### src/rtl/custom_counter_param.sv
// Synchronous modulo-N up/down counter with load, prescaler, tick output and
// overflow pulse/sticky flag. Drives digit scan and timebase for the mux display.
module custom_counter_prescaler #(
  parameter int PRE_W = 4
) (
  input  logic             clk,
  input  logic             rst_n,
  input  logic             en,
  input  logic             load,
  input  logic [PRE_W-1:0] prescale,
  output logic             adv
);
  logic [PRE_W-1:0] pc;
  logic             term;

  assign term = (pc == prescale);
  assign adv  = en && !load && term;

  // If prescale drops below pc, pc runs up through all-ones and wraps to 0.
  always_ff @(posedge clk or negedge rst_n) begin
    if (!rst_n)       pc <= '0;
    else if (load)    pc <= '0;
    else if (en)      pc <= term ? '0 : PRE_W'(pc + 1'b1);
  end
endmodule

module custom_counter_param #(
  parameter int               WIDTH     = 10,
  parameter int               PRE_W     = 4,
  parameter logic [WIDTH-1:0] RESET_VAL = '0
) (
  input  logic             clk,
  input  logic             rst_n,
  input  logic             en,
  input  logic             dir,
  input  logic             load,
  input  logic [WIDTH-1:0] data,
  input  logic [WIDTH-1:0] top,
  input  logic [PRE_W-1:0] prescale,
  input  logic             clr_ovf,
  output logic [WIDTH-1:0] count,
  output logic             tick,
  output logic             ovf,
  output logic             ovf_sticky
);
  logic             adv;
  logic [WIDTH-1:0] count_nxt;
  logic             ovf_nxt;

  custom_counter_prescaler #(.PRE_W(PRE_W)) u_pre (
    .clk      (clk),
    .rst_n    (rst_n),
    .en       (en),
    .load     (load),
    .prescale (prescale),
    .adv      (adv)
  );

  // Priority: load > advance > hold. Out-of-range counts snap back into 0..top.
  always_comb begin
    count_nxt = count;
    ovf_nxt   = 1'b0;
    if (load) begin
      count_nxt = data;
    end else if (adv) begin
      if (dir) begin
        if (count >= top) begin
          count_nxt = '0;
          ovf_nxt   = 1'b1;
        end else begin
          count_nxt = WIDTH'(count + 1'b1);
        end
      end else begin
        if (count == '0) begin
          count_nxt = top;
          ovf_nxt   = 1'b1;
        end else if (count > top) begin
          count_nxt = top;
        end else begin
          count_nxt = WIDTH'(count - 1'b1);
        end
      end
    end
  end

  always_ff @(posedge clk or negedge rst_n) begin
    if (!rst_n) begin
      count      <= RESET_VAL;
      tick       <= 1'b0;
      ovf        <= 1'b0;
      ovf_sticky <= 1'b0;
    end else begin
      count <= count_nxt;
      tick  <= adv;
      ovf   <= ovf_nxt;
      // Set beats a simultaneous clear.
      if (ovf_nxt)      ovf_sticky <= 1'b1;
      else if (clr_ovf) ovf_sticky <= 1'b0;
    end
  end
endmodule
### config.mk
export PLATFORM = sky130hd
export DESIGN_NAME = custom_counter_param
export DESIGN_NICKNAME = d
export VERILOG_FILES = /design/src/rtl/custom_counter_param.sv
export SDC_FILE = /design/constraint.sdc
export NUM_CORES = 1
export LEC_CHECK = 0
export BUFFER_PORTS_ARGS = -buffer_cell sky130_fd_sc_hd__buf_2
export CAP_MARGIN = 20
export CORE_MARGIN = 2
export CORE_UTILIZATION = 49
export CTS_CLUSTER_DIAMETER = 30
export DETAILED_ROUTE_END_ITERATION = 16
export GPL_TIMING_DRIVEN = 0
export PLACE_DENSITY = 0.85
export SETUP_SLACK_MARGIN = 0.15
export SLEW_MARGIN = 20
export SYNTH_ARGS = -nofsm -noshare
export SYNTH_HDL_FRONTEND = slang
export SYNTH_HIERARCHICAL = 1
export SYNTH_SLANG_ARGS = --single-unit
### constraint.sdc
create_clock -name clk -period 2.4 [get_ports clk]
set_clock_uncertainty 0.05 [all_clocks]
set_input_delay 0.12 -clock clk [delete_from_list [all_inputs] [get_ports clk]]
set_output_delay 0.12 -clock clk [all_outputs]
set_load 0.02 [all_outputs]
Yosys cells after proc, flatten, opt, wreduce, memory -nomap -nowiden. Index checks and enable logic that the tools add are counted.

Output and inout port bits: 13. Register bits: 17. Bits of input ports: 30.

Eq/ne operators: 1. Reductions and logical operators: 7. Add/subtract/negate cells: 3. $lt $le $gt $ge: 2. Multiplexer cells: 16.

Operators by type and width (number): $mux 10 (6); $mux 4 (3); $add 10x1->10 const B (1); $ge 10x10->1 (1); $gt 10x10->1 (1); $logic_not 10->1 (1); $sub 10x1->10 const B (1); $mux 1 (7); $reduce_bool 2->1 (3); $add 4x1->4 const B (1); $eq 4x4->1 (1); $logic_and 1x1->1 (2); $logic_not 1->1 (1).

Depth between registers and ports, before layout.
Word-level depth: 6. Gate-level depth with buffers: 9.

Hierarchy. The synthesis kept the hierarchy.

Modules (own cells, without submodules): custom_counter_param (area an instance 1584.0 um^2, sequential area each 325.3 um^2, cells each 205, times used 1); custom_counter_prescaler (area an instance 281.5 um^2, sequential area each 100.1 um^2, cells each 28, times used 1).

Worst setup path after synthesis. OpenSTA, ideal clock, no wires.

Path type: reg2reg. Start: reg u_pre.pc[1]. End: reg count[8]. Required time: 2.249 ns. Setup slack: 0.003 ns. Arrival: 2.247 ns. Cell stages (with the launch flop): 10. Cell sequence: dfrtp_1 -> xor2_1 -> nor4_2 -> and3b_1 -> buf_1 -> nor2_1 -> nor2_1 -> a21oi_1 -> or2_2 -> o32ai_1.

Word-level cells in the longest chain between the ends: 3.

RTL lines: from (decl) (RTL line 13) `logic [PRE_W-1:0] pc;`; from (signal assigned) (RTL line 23) `else if (en) pc <= term ? '0 : PRE_W'(pc + 1'b1);`; $eq 4x4->1 (RTL line 16) `assign term = (pc == prescale);`; $logic_and 1x1->1 (RTL line 17) `assign adv = en && !load && term;`; via adv (RTL line 46) `logic adv;`; $reduce_bool 2->1 (no line); to (signal assigned) (RTL line 93) `count <= count_nxt;`; to (decl) (RTL line 41) `output logic [WIDTH-1:0] count,`.

The timed path passes the listed nets, and every way through them passes these cells. A chain may end at the register's enable or synchronous reset.

Worst setup path in the final report.
Start: reg count[4]. End: reg count[2].

Word-level cells in the longest chain between the ends: 6.

RTL lines: $gt 10x10->1 (RTL line 77) `end else if (count > top) begin`; $mux 10 (RTL line 77); $mux 10 (RTL line 74) `if (count == '0) begin`; $mux 10 * (RTL line 66) `if (dir) begin`; $mux 10 * (RTL line 65) `end else if (adv) begin`; $mux 10 * (RTL line 63) `if (load) begin`.

Mark *: on every way between the ends. The rest lies on a longest branch, timed or not. The select of a mux whose other input is x is not followed.

==> results.py <==
metrics = {
    "status": {
        "status": "finished, final reports clean",
    },
    "timing": {
        "finalHoldViolations": 0,
        "drv_slew": 0,
        "worst_pin_slew_ns": 0.5687,
        "finalSetupTns_ns": 0,
        "setup_viol": 0,
        "maxSlewHeadroom_pct": 61.80,
        "rsz0062_at_grt": "yes",
        "fin_crit_sh_pct": 94.32,
        "layout_min_cycle_time_ns": 2.264,
        "max_freq_ghz": 0.4418,
    },
    "synth": {
        "synth_compound_area_share_pct": 21.93,
        "synthTopCellsByArea": "dfrtp_1 23%, ha_1 9.4%, a21oi_1 5.4%",
        "netlist_area_um2": 1866,
        "syn_avg_cell_area_um2": 8.007,
        "synthArstFlopShare_pct": 100.0,
        "synth_top_family_by_area": "simple AND/OR/NAND/NOR gates",
        "yosys.area_share.xor_xnor_pct": 7.981,
        "synth.top_cell.area_share_pct": 22.80,
        "synthMuxAreaShare_pct": 1.140,
        "synth_edf_count": 0,
        "synth-simple-area-share_pct": 28.37,
        "ys_warn_count": 6,
        "yosys.area_share.adder_pct": 9.390,
        "yosys_register_bits": 17,
        "ys_types": 52,
        "yosysTopAreaCell": "dfrtp_1",
        "synth_cells": 233,
        "syn-num-nets": 277,
        "synth_top_flop_cell": "dfrtp_1",
        "yosysSeqAreaShare_pct": 22.80,
    },
    "detailed_routing": {
        "via_count": 2215,
        "drt-wirelength-per-cell_um": 18.01,
        "drtIter0Drc": 264,
        "viasPerCell": 6.275,
        "drc_errors": 0,
        "totalWireLength_mm": 6.356,
        "dr.pass1.iters": 5,
        "antenna_left": 0,
    },
    "cts": {
        "htreeDepth": 1,
        "cts_buffer_depth": 2,
        "clock_sinks": 17,
        "clk_latency_ns": 0.26,
        "cts_made_buffers": 3,
        "cts_root_buf": "clkbuf_8",
        "tritoncts": "built",
        "cts.clk_slew.worst_paths_ns": 0.07,
    },
    "die": {
        "die_h_um": 65.70,
        "ios": 43,
        "fp.dieW_um": 65.70,
        "start_util_pct": 50.96,
        "coreArea_um2": 3661,
        "rows": 22,
        "dieArea_um2": 4316,
    },
    "setup_path": {
        "crit_top_cell": "buf_4",
        "start_kind": "flip-flop",
        "slowest_stage": "dfrtp_1",
        "arrival_ns": 2.34,
        "worst_setup_path_end_kind": "flip-flop",
        "cp.required_ns": 2.47,
        "path_max_fanout": 7,
        "crit_type": "reg2reg",
        "cp_cell_sequence": "ha_1, nand4_1, buf_4, a211oi_4, a2111oi_4, buf_4, a221oi_1, o31ai_1",
        "crit_path_max_incr_delay_ns": 0.41,
    },
    "global_route": {
        "first_global_vias": 1861,
        "grt_pass1_wl_mm": 8.832,
        "track_usage_pct": 26.63,
        "grt_overflow": 0,
        "grt_start_max_net_pins": 18,
        "antenna_found_initial": 0,
    },
    "pwr": {
        "power_leakage_nw": 1.131,
        "ir_drop_v": 0.0002584,
        "powerDensity_nw_per_um2": 584.2,
    },
    "cells_and_area": {
        "n_fill_cell": 250,
        "drive_gt1_share_pct": 44.26,
        "final_cell_mix": "43 x buf_2, 25 x buf_4, 24 x nor2_1",
        "postLayoutCoreUtil_pct": 72.08,
        "layout_commonest_cell": "buf_2",
        "syn_to_final_growth_pct": 41.45,
        "nets": 350,
        "n_antenna_cell": 0,
    },
    "flow_run": {
        "cap_violations": 0,
    },
    "placed_design": {
        "gp_congestion": 0.8709,
        "port_buffers": 41,
        "place_hpwl_mm": 3.717,
    },
    "worst_hold_path": {
        "hold_path.class": "in2reg",
    },
}
==> synthesized netlist by cell type (3+ instances only) <==
| cell | instances |
|---|---|
| nor2_1 | 24 |
| xnor2_1 | 7 |
| or2_2 | 4 |
| nand3_1 | 7 |
| inv_1 | 15 |
| xor2_1 | 10 |
| a21oi_1 | 20 |
| o32ai_1 | 5 |
| o211ai_1 | 7 |
| nand2b_1 | 7 |
| a211oi_1 | 3 |
| o31ai_1 | 8 |
| nor3_1 | 10 |
| dfrtp_1 | 17 |
| nand4_1 | 7 |
| or3_1 | 3 |
| buf_6 | 6 |
| ha_1 | 14 |
| o21ai_0 | 5 |
| nand2_1 | 15 |
==> cell families (layout without fill, tap and decap cells) <==
logic type                 after synthesis  count (layout)
and+or+nand+nor                         96              97
AOI/OAI and AO/OA                       60              61
buffers and inverters                   27              97
xor gates and xnor gates                17              17
DFF                                     17              17
adders and majority gates               14              14
muxes                                    2               2
==> critical path: cells and delay by family (launching register included) <==
kind / cells / cell delay [ns]
buffers and inverters: 2 / 0.36
AOI/OAI and AO/OA: 4 / 0.90
adders and majority gates: 1 / 0.31
and+or+nand+nor: 1 / 0.10
DFF: 1 / 0.41
==> sequential cells by signal (all words and copies together), names as in the netlist <==
signal / count
u_pre/pc: 4
count: 10
tick: 1
ovf: 1
ovf_sticky: 1
==> path summary, 6_finish.rpt <==
kind	slack, ns	cells past startpoint	startpoint	endpoint
setup / recovery	0.14	8	count[4]$_DFFE_PN0P_	count[2]$_DFFE_PN0P_
hold / removal	0.06	3	clr_ovf	ovf_sticky$_DFFE_PN0P_
setup reg to reg	0.14	8	count[4]$_DFFE_PN0P_	count[2]$_DFFE_PN0P_
hold reg to reg	0.44	1	ovf_sticky$_DFFE_PN0P_	ovf_sticky$_DFFE_PN0P_
max in group asynchronous	1.68	2	rst_n	u_pre/pc[2]$_DFFE_PN0P_
min in group asynchronous	0.28	2	rst_n	count[0]$_DFFE_PN0P_
==> final cells by class <==
cell class	count	area, um^2	area share [%]
Buffer	12	111.4	4.220
Clock buffer	3	41.29	1.565
Clock inverter	1	5.005	0.1897
Inverter	15	56.30	2.134
Multi-Input combinational cell	191	1535	58.18
Sequential cell	17	434.2	16.45
Tap cell	48	60.06	2.276
Timing Repair Buffer	66	395.4	14.98
==> metal layers <==
layer | share of wire [%] | global-route usage, %
met1 | 38 | 34.98
met2 | 48 | 45.20
met3 | 9.3 | 2.568
met4 | 4.7 | 9.635
met5 | 0 | 0
==> power by group <==
part | internal [mW] | switching, mW
combinational | 0.384 | 0.558
clock | 0.116 | 0.116
sequential | 0.326 | 0.0426
==> stage by stage <==
stage | hold slack, ns | power (mW) | area [um^2] | worst slack (ns) | cells
detailed placement | 0.03166 | 1.059 | 2157 | -0.1554 | 322
CTS | 0.06952 | 1.356 | 2374 | 0.1423 | 339
finish | 0.06460 | 1.542 | 2639 | 0.1364 | 353
floorplan | -0.2256 | 0.8705 | 1892 | 0.1449 | 233
global placement | 0.02736 | 1.041 | 2157 | -0.1196 | 322
global route | 0.06775 | 1.623 | 2639 | 0.08699 | 353
==> repair_timing <==
action                                  CTS  global route
cloned                                    1             1
endpoints found under the setup margin   12            12
pin swaps                                 8            12
endpoints found under the hold margin    17             0
buffers inserted                         11            13
hold buffers                              1             0
resized for setup                        13            32
No activity file was read; power rests on OpenSTA's default activity.
